`config.mk`:
```
export PLATFORM = sky130hd
export DESIGN_NAME = pe_scheduler
export DESIGN_NICKNAME = d
export VERILOG_FILES = /design/src/rtl/pe_scheduler.sv
export SDC_FILE = /design/constraint.sdc
export NUM_CORES = 1
export LEC_CHECK = 0
export ABC_CLOCK_PERIOD_IN_PS = 3500
export BUFFER_PORTS_ARGS = -buffer_cell sky130_fd_sc_hd__buf_2
export CAP_MARGIN = 10
export CORE_MARGIN = 1
export CORE_UTILIZATION = 50
export CTS_CLUSTER_DIAMETER = 60
export DETAILED_ROUTE_END_ITERATION = 10
export PLACE_DENSITY = 0.74
export SYNTH_ARGS = -nofsm -noshare
export SYNTH_HDL_FRONTEND = slang
export SYNTH_SLANG_ARGS = --single-unit
```
`constraint.sdc`:
```
create_clock -name i_clk -period 3.5 [get_ports i_clk]
set_clock_uncertainty 0.15 [all_clocks]
set_input_delay 0.35 -clock i_clk [delete_from_list [all_inputs] [get_ports i_clk]]
set_output_delay 0.35 -clock i_clk [all_outputs]
set_load 0.01 [all_outputs]
```
`src/rtl/pe_scheduler.sv`:
```
`default_nettype none
// ============================================================================
// Module      : pe_scheduler
// Description : Sequencer for one PE over a layer tile. Walks output positions
//               (row, col) and weight groups, fetching IA once per position
//               and W once per job, launching the PE, waiting for finish
//               under a watchdog and handing each result to the output writer.
// Ports       : i_clk/i_rst              clock, async active-high reset
//               i_start, i_num_*         layer start and geometry (latched)
//               o_busy/o_done/o_timeout  layer status
//               o_ia_req/i_ia_valid      IA fetch handshake, o_ia_row/col tag
//               o_w_req/i_w_valid        W fetch handshake, o_w_grp tag
//               o_pe_start/i_pe_finish   PE control, o_pe_h/o_pe_w position
//               o_out_valid/i_out_ready  result hand-off, o_out_* tags
// Revision    : 1.0  initial release
// ============================================================================
module pe_scheduler #(
    parameter int MAX_ROW = 32,
    parameter int MAX_COL = 32,
    parameter int MAX_GRP = 16,
    parameter int TIMEOUT = 1023
) (
    input  logic                       i_clk,
    input  logic                       i_rst,
    input  logic                       i_start,
    input  logic [$clog2(MAX_ROW):0]   i_num_rows,
    input  logic [$clog2(MAX_COL):0]   i_num_cols,
    input  logic [$clog2(MAX_GRP):0]   i_num_grps,
    output logic                       o_busy,
    output logic                       o_done,
    output logic                       o_timeout,
    output logic                       o_ia_req,
    output logic [$clog2(MAX_ROW)-1:0] o_ia_row,
    output logic [$clog2(MAX_COL)-1:0] o_ia_col,
    input  logic                       i_ia_valid,
    output logic                       o_w_req,
    output logic [$clog2(MAX_GRP)-1:0] o_w_grp,
    input  logic                       i_w_valid,
    output logic                       o_pe_start,
    output logic [$clog2(MAX_ROW)-1:0] o_pe_h,
    output logic [$clog2(MAX_COL)-1:0] o_pe_w,
    input  logic                       i_pe_finish,
    output logic                       o_out_valid,
    output logic [$clog2(MAX_ROW)-1:0] o_out_row,
    output logic [$clog2(MAX_COL)-1:0] o_out_col,
    output logic [$clog2(MAX_GRP)-1:0] o_out_grp,
    input  logic                       i_out_ready
);

    localparam int c_RW  = $clog2(MAX_ROW);
    localparam int c_CW  = $clog2(MAX_COL);
    localparam int c_GW  = $clog2(MAX_GRP);
    localparam int c_WDW = $clog2(TIMEOUT + 1);
    // Watchdog value seen in the last permitted WAIT cycle.
    localparam logic [c_WDW-1:0] c_WD_LAST = c_WDW'(TIMEOUT - 1);

    typedef enum logic [2:0] {
        S_IDLE   = 3'd0,
        S_FETCH  = 3'd1,
        S_LAUNCH = 3'd2,
        S_WAIT   = 3'd3,
        S_DRAIN  = 3'd4,
        S_NEXT   = 3'd5,
        S_DONE   = 3'd6
    } state_t;

    state_t           r_state, w_state_nxt;
    logic [c_RW:0]    r_num_rows, w_num_rows_nxt;
    logic [c_CW:0]    r_num_cols, w_num_cols_nxt;
    logic [c_GW:0]    r_num_grps, w_num_grps_nxt;
    logic [c_RW-1:0]  r_row, w_row_nxt;
    logic [c_CW-1:0]  r_col, w_col_nxt;
    logic [c_GW-1:0]  r_grp, w_grp_nxt;
    logic [c_WDW-1:0] r_wd, w_wd_nxt;
    logic             r_ia_req, w_ia_req_nxt;
    logic             r_w_req, w_w_req_nxt;
    logic             r_ia_sat, w_ia_sat_nxt;
    logic             r_w_sat, w_w_sat_nxt;
    logic             r_timeout, w_timeout_nxt;
    logic             r_busy, r_done, r_pe_start, r_out_valid;
    logic             w_ia_ok, w_w_ok, w_fetch_enter;
    logic             w_row_last, w_col_last, w_grp_last;

    assign w_row_last = ({1'b0, r_row} + (c_RW + 1)'(1)) == r_num_rows;
    assign w_col_last = ({1'b0, r_col} + (c_CW + 1)'(1)) == r_num_cols;
    assign w_grp_last = ({1'b0, r_grp} + (c_GW + 1)'(1)) == r_num_grps;

    always_comb begin
        w_state_nxt    = r_state;
        w_num_rows_nxt = r_num_rows;
        w_num_cols_nxt = r_num_cols;
        w_num_grps_nxt = r_num_grps;
        w_row_nxt      = r_row;
        w_col_nxt      = r_col;
        w_grp_nxt      = r_grp;
        w_wd_nxt       = r_wd;
        w_ia_req_nxt   = 1'b0;
        w_w_req_nxt    = 1'b0;
        w_ia_sat_nxt   = r_ia_sat;
        w_w_sat_nxt    = r_w_sat;
        w_timeout_nxt  = r_timeout;
        w_fetch_enter  = 1'b0;
        // A side counts as satisfied if already done, or if its valid is
        // sampled while its own request is up (valid with req low is ignored).
        w_ia_ok        = r_ia_sat | (r_ia_req & i_ia_valid);
        w_w_ok         = r_w_sat | (r_w_req & i_w_valid);

        case (r_state)
            S_IDLE: begin
                if (i_start) begin
                    w_num_rows_nxt = i_num_rows;
                    w_num_cols_nxt = i_num_cols;
                    w_num_grps_nxt = i_num_grps;
                    w_timeout_nxt  = 1'b0;
                    w_row_nxt      = '0;
                    w_col_nxt      = '0;
                    w_grp_nxt      = '0;
                    if (i_num_rows == '0 || i_num_cols == '0 || i_num_grps == '0) begin
                        w_state_nxt = S_DONE;
                    end else begin
                        w_state_nxt   = S_FETCH;
                        w_fetch_enter = 1'b1;
                    end
                end
            end
            S_FETCH: begin
                if (w_ia_ok && w_w_ok) begin
                    w_state_nxt = S_LAUNCH;
                end else begin
                    w_ia_req_nxt = r_ia_req & ~i_ia_valid;
                    w_w_req_nxt  = r_w_req & ~i_w_valid;
                    w_ia_sat_nxt = w_ia_ok;
                    w_w_sat_nxt  = w_w_ok;
                end
            end
            S_LAUNCH: begin
                w_wd_nxt    = '0;
                w_state_nxt = S_WAIT;
            end
            S_WAIT: begin
                // Finish is checked first so it beats a same-cycle timeout.
                if (i_pe_finish) begin
                    w_state_nxt = S_DRAIN;
                end else if (r_wd == c_WD_LAST) begin
                    w_timeout_nxt = 1'b1;
                    w_state_nxt   = S_DONE;
                end else begin
                    w_wd_nxt = r_wd + c_WDW'(1);
                end
            end
            S_DRAIN: begin
                if (i_out_ready) begin
                    w_state_nxt = S_NEXT;
                end
            end
            S_NEXT: begin
                w_state_nxt   = S_FETCH;
                w_fetch_enter = 1'b1;
                if (!w_grp_last) begin
                    w_grp_nxt = r_grp + c_GW'(1);
                end else begin
                    w_grp_nxt = '0;
                    if (!w_col_last) begin
                        w_col_nxt = r_col + c_CW'(1);
                    end else begin
                        w_col_nxt = '0;
                        if (!w_row_last) begin
                            w_row_nxt = r_row + c_RW'(1);
                        end else begin
                            w_state_nxt   = S_DONE;
                            w_fetch_enter = 1'b0;
                        end
                    end
                end
            end
            S_DONE: begin
                w_state_nxt = S_IDLE;
            end
            default: begin
                w_state_nxt = S_IDLE;
            end
        endcase

        // IA is only fetched at the first weight group of a position; for
        // later groups the IA side starts out already satisfied.
        if (w_fetch_enter) begin
            w_ia_req_nxt = (w_grp_nxt == '0);
            w_ia_sat_nxt = (w_grp_nxt != '0);
            w_w_req_nxt  = 1'b1;
            w_w_sat_nxt  = 1'b0;
        end
    end

    always_ff @(posedge i_clk or posedge i_rst) begin
        if (i_rst) begin
            r_state     <= S_IDLE;
            r_num_rows  <= '0;
            r_num_cols  <= '0;
            r_num_grps  <= '0;
            r_row       <= '0;
            r_col       <= '0;
            r_grp       <= '0;
            r_wd        <= '0;
            r_ia_req    <= 1'b0;
            r_w_req     <= 1'b0;
            r_ia_sat    <= 1'b0;
            r_w_sat     <= 1'b0;
            r_timeout   <= 1'b0;
            r_busy      <= 1'b0;
            r_done      <= 1'b0;
            r_pe_start  <= 1'b0;
            r_out_valid <= 1'b0;
        end else begin
            r_state     <= w_state_nxt;
            r_num_rows  <= w_num_rows_nxt;
            r_num_cols  <= w_num_cols_nxt;
            r_num_grps  <= w_num_grps_nxt;
            r_row       <= w_row_nxt;
            r_col       <= w_col_nxt;
            r_grp       <= w_grp_nxt;
            r_wd        <= w_wd_nxt;
            r_ia_req    <= w_ia_req_nxt;
            r_w_req     <= w_w_req_nxt;
            r_ia_sat    <= w_ia_sat_nxt;
            r_w_sat     <= w_w_sat_nxt;
            r_timeout   <= w_timeout_nxt;
            // Status strobes are registered from the next state so they line
            // up exactly with the state they describe.
            r_busy      <= (w_state_nxt != S_IDLE);
            r_done      <= (w_state_nxt == S_DONE);
            r_pe_start  <= (w_state_nxt == S_LAUNCH);
            r_out_valid <= (w_state_nxt == S_DRAIN);
        end
    end

    assign o_busy      = r_busy;
    assign o_done      = r_done;
    assign o_timeout   = r_timeout;
    assign o_ia_req    = r_ia_req;
    assign o_ia_row    = r_row;
    assign o_ia_col    = r_col;
    assign o_w_req     = r_w_req;
    assign o_w_grp     = r_grp;
    assign o_pe_start  = r_pe_start;
    assign o_pe_h      = r_row;
    assign o_pe_w      = r_col;
    assign o_out_valid = r_out_valid;
    assign o_out_row   = r_row;
    assign o_out_col   = r_col;
    assign o_out_grp   = r_grp;

endmodule
`default_nettype wire
```
Yosys cells after proc, flatten, opt, wreduce, memory -nomap -nowiden
Index checks and enable logic that the tools add are counted.
{"block": "classes", "shift": 0, "add_sub_neg": 7, "eq_ne": 20, "bitwise": 8, "div_mod_pow": 0, "n_reduce_logical": 20, "n_mul": 0, "n_lt_le_gt_ge": 0, "muxes": 46}
{"op": "2-to-1 mux 5 bit", "n": 6}
{"op": "2-to-1 mux 3 bit", "n": 9}
{"op": "2-to-1 mux 1 bit", "n": 20}
{"op": "2-to-1 mux 10 bit", "n": 2}
{"op": "case mux 10 bit (2 select lines)", "n": 1}
{"op": "case mux 5 bit (2 select lines)", "n": 2}
{"op": "case mux 3 bit (6 select lines)", "n": 1}
{"op": "!= test 2 bit (second input constant)", "n": 8}
{"op": "adder 5 x 1 -> 6 bit (second input constant)", "n": 2}
{"op": "== test 3 bit (second input constant)", "n": 4}
{"op": "== test 6 bit", "n": 2}
{"op": "logical NOT 6 bit", "n": 2}
{"op": "adder 10 x 1 -> 10 bit (second input constant)", "n": 1}
{"op": "adder 5 x 1 -> 5 bit (second input constant)", "n": 2}
{"op": "== test 10 bit (second input constant)", "n": 1}
{"op": "== test 3 x 2 -> 1 bit (second input constant)", "n": 3}
{"op": "2-to-1 mux 4 bit", "n": 2}
{"op": "case mux 4 bit (2 select lines)", "n": 1}
{"op": "nonzero test 2 bit", "n": 4}
{"op": "AND reduction 3 bit", "n": 2}
{"op": "adder 4 x 1 -> 5 bit (second input constant)", "n": 1}
{"op": "== test 5 bit", "n": 1}
{"op": "logical NOT 5 bit", "n": 1}
{"op": "AND reduction 5 bit", "n": 1}
{"op": "other kinds (14)", "n": 22}
{"block": "totals", "memories": 0, "ram_bits": 0, "latchBits": 0, "rom_bits": 0, "in_bits": 24, "regBits": 53}

Depth between registers and ports, before layout
{"block": "logic_depth", "depth_word": 8, "ltp_mapped": 8}

Least setup slack after synthesis
OpenSTA, ideal clock, no wires.
{"block": "synth_path", "path_kind": "register to register", "from": "reg r_grp[0], in the netlist o_out_grp[0]", "to": "reg r_state[0]", "period_less_slack_ps": 2612, "t_required_ps": 3219, "arrival_time_ps": 2331, "path_buffers": 0, "path_slack_ps": 888, "path_stages_with_launch": 8, "path_cell_list": "dfrtp_1 ha_1 nand2b_1 a311o_1 a211oi_4 and4_4 o21ai_4 or3_1"}
{"block": "synth_between", "elab_chain_len": 4}
{"item": "from (decl)", "line_no": "73", "text": "logic [c_GW-1:0] r_grp, w_grp_nxt;"}
{"item": "from (signal assigned)", "line_no": "220", "text": "r_grp <= w_grp_nxt;"}
{"item": "adder 4 x 1 -> 5 bit", "line_no": "86", "text": "assign w_grp_last = ({1'b0, r_grp} + (c_GW + 1)'(1)) == r_num_grps;"}
{"item": "== test 5 bit", "line_no": "86"}
{"item": "2-to-1 mux 3 bit", "line_no": "159", "text": "if (!w_grp_last) begin"}
{"item": "case mux 3 bit (6 select lines)", "line_no": "108", "text": "case (r_state)"}
{"item": "net w_state_nxt[0]", "line_no": "67", "text": "state_t r_state, w_state_nxt;"}
{"item": "to (signal assigned)", "line_no": "214", "text": "r_state <= w_state_nxt;"}
{"item": "to (decl)", "line_no": "67"}
The timed path passes the listed nets, and every way through them passes these cells.
A chain may end at the register's enable or synchronous reset.

Final worst setup path
{"block": "layout_path", "from": "reg r_grp[0], in the netlist o_out_grp[0]", "to": "reg r_row[3], in the netlist o_ia_row[3]"}
{"block": "layout_between", "elab_chain_len": 4}
{"item": "adder 4 x 1 -> 5 bit", "line_no": "86"}
{"item": "== test 5 bit", "line_no": "86"}
{"item": "!= test 2 bit (no source line)"}
{"item": "AND reduction 5 bit (no source line)"}
{"item": "to (signal assigned)", "line_no": "218", "text": "r_row <= w_row_nxt;"}
{"item": "to (decl)", "line_no": "71", "text": "logic [c_RW-1:0] r_row, w_row_nxt;"}
No other way between the ends.

==> impl_metrics.ini <==
[floorplan]
start_util_pct = 52.8
fp.dieH_um = 81.8
die_area_um2 = 6690
die_x_um = 81.8
io_pins = 69
core_area_um2 = 6030
num_rows = 28

[min_path]
hold_start = i_ia_valid
whs_path_depth = 2
hold-path-endpoint = o_ia_req
min_path_type = in2reg

[layout]
diodes = 0
area_growth_pct = 10.1
drive_gt1_share_pct = 27.7
final_cell_mix = 68 x buf_2, 53 x dfrtp_1, 30 x nand2_1
final_common_cell = buf_2
finish.utilization_pct = 58.2
fin_nets = 404

[power_and_ir_drop]
ir_worst_vdd_mv = 0.397
power_frac_comb_pct = 42.1
pwr-share-clk_pct = 14.0
power_mw = 2.34
power.density_nw_per_um2 = 667
p_int_mw = 1.42
p_leak_nw = 1.64
sequentialPowerShare_pct = 43.9
p_sw_share_pct = 39.2
power_switching_mw = 0.917

[timing]
slew_violations = 0
setup_ws_ns = 0.757
relSlewSlack_pct = 38.8
setup_tns_ns = 0
setup_viol = 0
rsz0062_at_grt = no
finalCritPeriodShare_pct = 78.4
whs_ns = 0.103
min_period_ns = 2.74
clock.fmax_ghz = 0.365
worstMarginPinSlew_ns = 0.916
hold_viol = 0

[grt]
grt_overflow = 0
grt_usage_pct = 21.0
grt_max_degree = 54
grt_pass1_vias = 2234
antenna_found_initial = 0
grt_first_pass_wirelength_mm = 10.6

[yosys]
yosysSeqAreaShare_pct = 41.7
netlist-cell-type-count = 55
syn_area_per_cell_um2 = 9.59
syn_nets = 361
synth_edf_count = 0
syn_inst = 332
syn-cell-area_um2 = 3180
async_flop_share_pct = 100
ys_ff_latch = 53
ys.flop_type = dfrtp_1
yosysWarnings = 0

[job]
maxCapViolCount = 0

[routing]
avgViaCountPerCell = 5.57
met1Wirelength_mm = 3.05
wire_per_inst_um = 14.4
met2_length_mm = 3.04
ant_nets = 0
met3_length_um = 326
drt_pass1_iterations = 4
routed_wl_mm = 6.48
top_layer = met4
first_iter_violations = 107
drc = 0
dr_total_vias = 2513

[run_status]
outcome = finished clean

[critical_path]
r2r-end = o_ia_row[3]
cp-end-kind = register
rr_startpoint = o_out_grp[0]
cp-start-kind = register
path_class = reg2reg
path_max_fanout = 10
reg2reg_slack_ns = 0.76
crit_required_ns = 3.54
r2r_cells = 7
cp.arrival_ns = 2.79

[clock_tree]
htree_levels = 2
cts_hold_repair.buffers = 0
post_cts_buffers = 0
cts_resized = 0
clk_pin_slew_ns = 0.09
cts_sinks = 53
clkLatencyLatePin_ns = 0.30
cts_root_buffer = clkbuf_8
cts_buffers = 5
clockBufferDepth = 2
cts_tree = done

[placement]
globalplace.congestion = 0.826
pre_cts_ws_ns = 0.737
dp_hpwl_mm = 4.83
io_buffers = 68
cell usage after synthesis, drive strengths merged (5+ instances only):
library cell / count / area [µm²]
dfrtp: 53 / 1330
nand2: 30 / 113
buf: 27 / 200
nor2: 26 / 100
o21ai: 18 / 101
mux2: 17 / 191
nand3: 16 / 80.1
xor2: 16 / 140
xnor2: 15 / 131
nor3: 11 / 55.1
inv: 10 / 37.5
a21oi: 9 / 45.0
clkbuf: 8 / 32.5
nand2b: 7 / 51.3
ha: 5 / 62.6
nand4: 5 / 31.3
o211ai: 5 / 37.5
critical path, stage by stage, from the launching register on:
cell      delay (ns)
dfrtp_1         0.47
ha_1            0.34
nand2b_1        0.18
a311o_1         0.39
a211oi_4        0.35
o21a_1          0.38
o211ai_1        0.15
a32o_1          0.24
final cells by class:
cell class                      instances  area (µm²)
Sequential cell                        53        1330
Tap cell                               75        93.8
Multi-Input combinational cell        234        1590
Timing Repair Buffer                   71         378
Clock inverter                          2        10.0
Inverter                               10        37.5
Clock buffer                            6        72.6
Fill cell                             542        2520
layer usage:
metal | track usage [%] | up-vias
li1 | - | 1240
met1 | 29.6 | 1185
met2 | 32.6 | 82
met3 | 3.78 | 6
met4 | 6.67 | 0
met5 | 0 | -
how the worst max path moves through the flow:
stage                       startpoint  slack, ns  cells after the start     endpoint
final                     o_out_grp[0]       0.76                      7  o_ia_row[3]
after global routing      o_out_grp[0]       0.57                      7  o_ia_row[3]
after CTS                 o_out_grp[0]       0.75                      7  o_ia_row[3]
after detailed placement  o_out_grp[0]       0.74                      7  o_ia_row[3]
after global placement    o_out_grp[0]       0.80                      7   r_state[0]
after floorplan           o_out_grp[0]       0.89                      7   r_state[0]
sequential cells by signal, summed over array words and instances, names as in the netlist, 3 cells and up:
| signal | cells |
|---|---|
| o_out_grp | 4 |
| o_ia_row | 5 |
| r_num_grps | 5 |
| r_num_rows | 6 |
| o_ia_col | 5 |
| r_wd | 10 |
| r_state | 3 |
| r_num_cols | 6 |
power groups by stage:
stage               registers, mW  clock network [mW]  logic, mW
floorplan                   0.974                   0      0.832
global route                 1.06               0.371       1.10
CTS                          1.03               0.348      0.985
global placement             1.03                   0      0.965
detailed placement           1.04                   0      0.982
finish                       1.03               0.329      0.985
through the flow:
stage	cells	area, µm²
3_5_place_dp	441	3390
6_report	451	3510
2_1_floorplan	332	3180
5_1_grt	451	3510
4_1_cts	449	3480
3_3_place_gp	441	3390
logic make-up (layout without fill, tap and decap cells):
family | after synthesis | in the layout | share of synthesized area [%]
adder cells (fa/ha/maj) | 5 | 5 | 1.96
multiplexers | 19 | 19 | 6.64
buffers and inverters | 45 | 89 | 8.49
XOR/XNOR | 31 | 31 | 8.53
AND/OR/NAND/NOR | 119 | 119 | 19.2
AO/OA/AOI/OAI | 60 | 60 | 13.5
flip-flops | 53 | 53 | 41.7
Power figures use the tool's default switching activity.
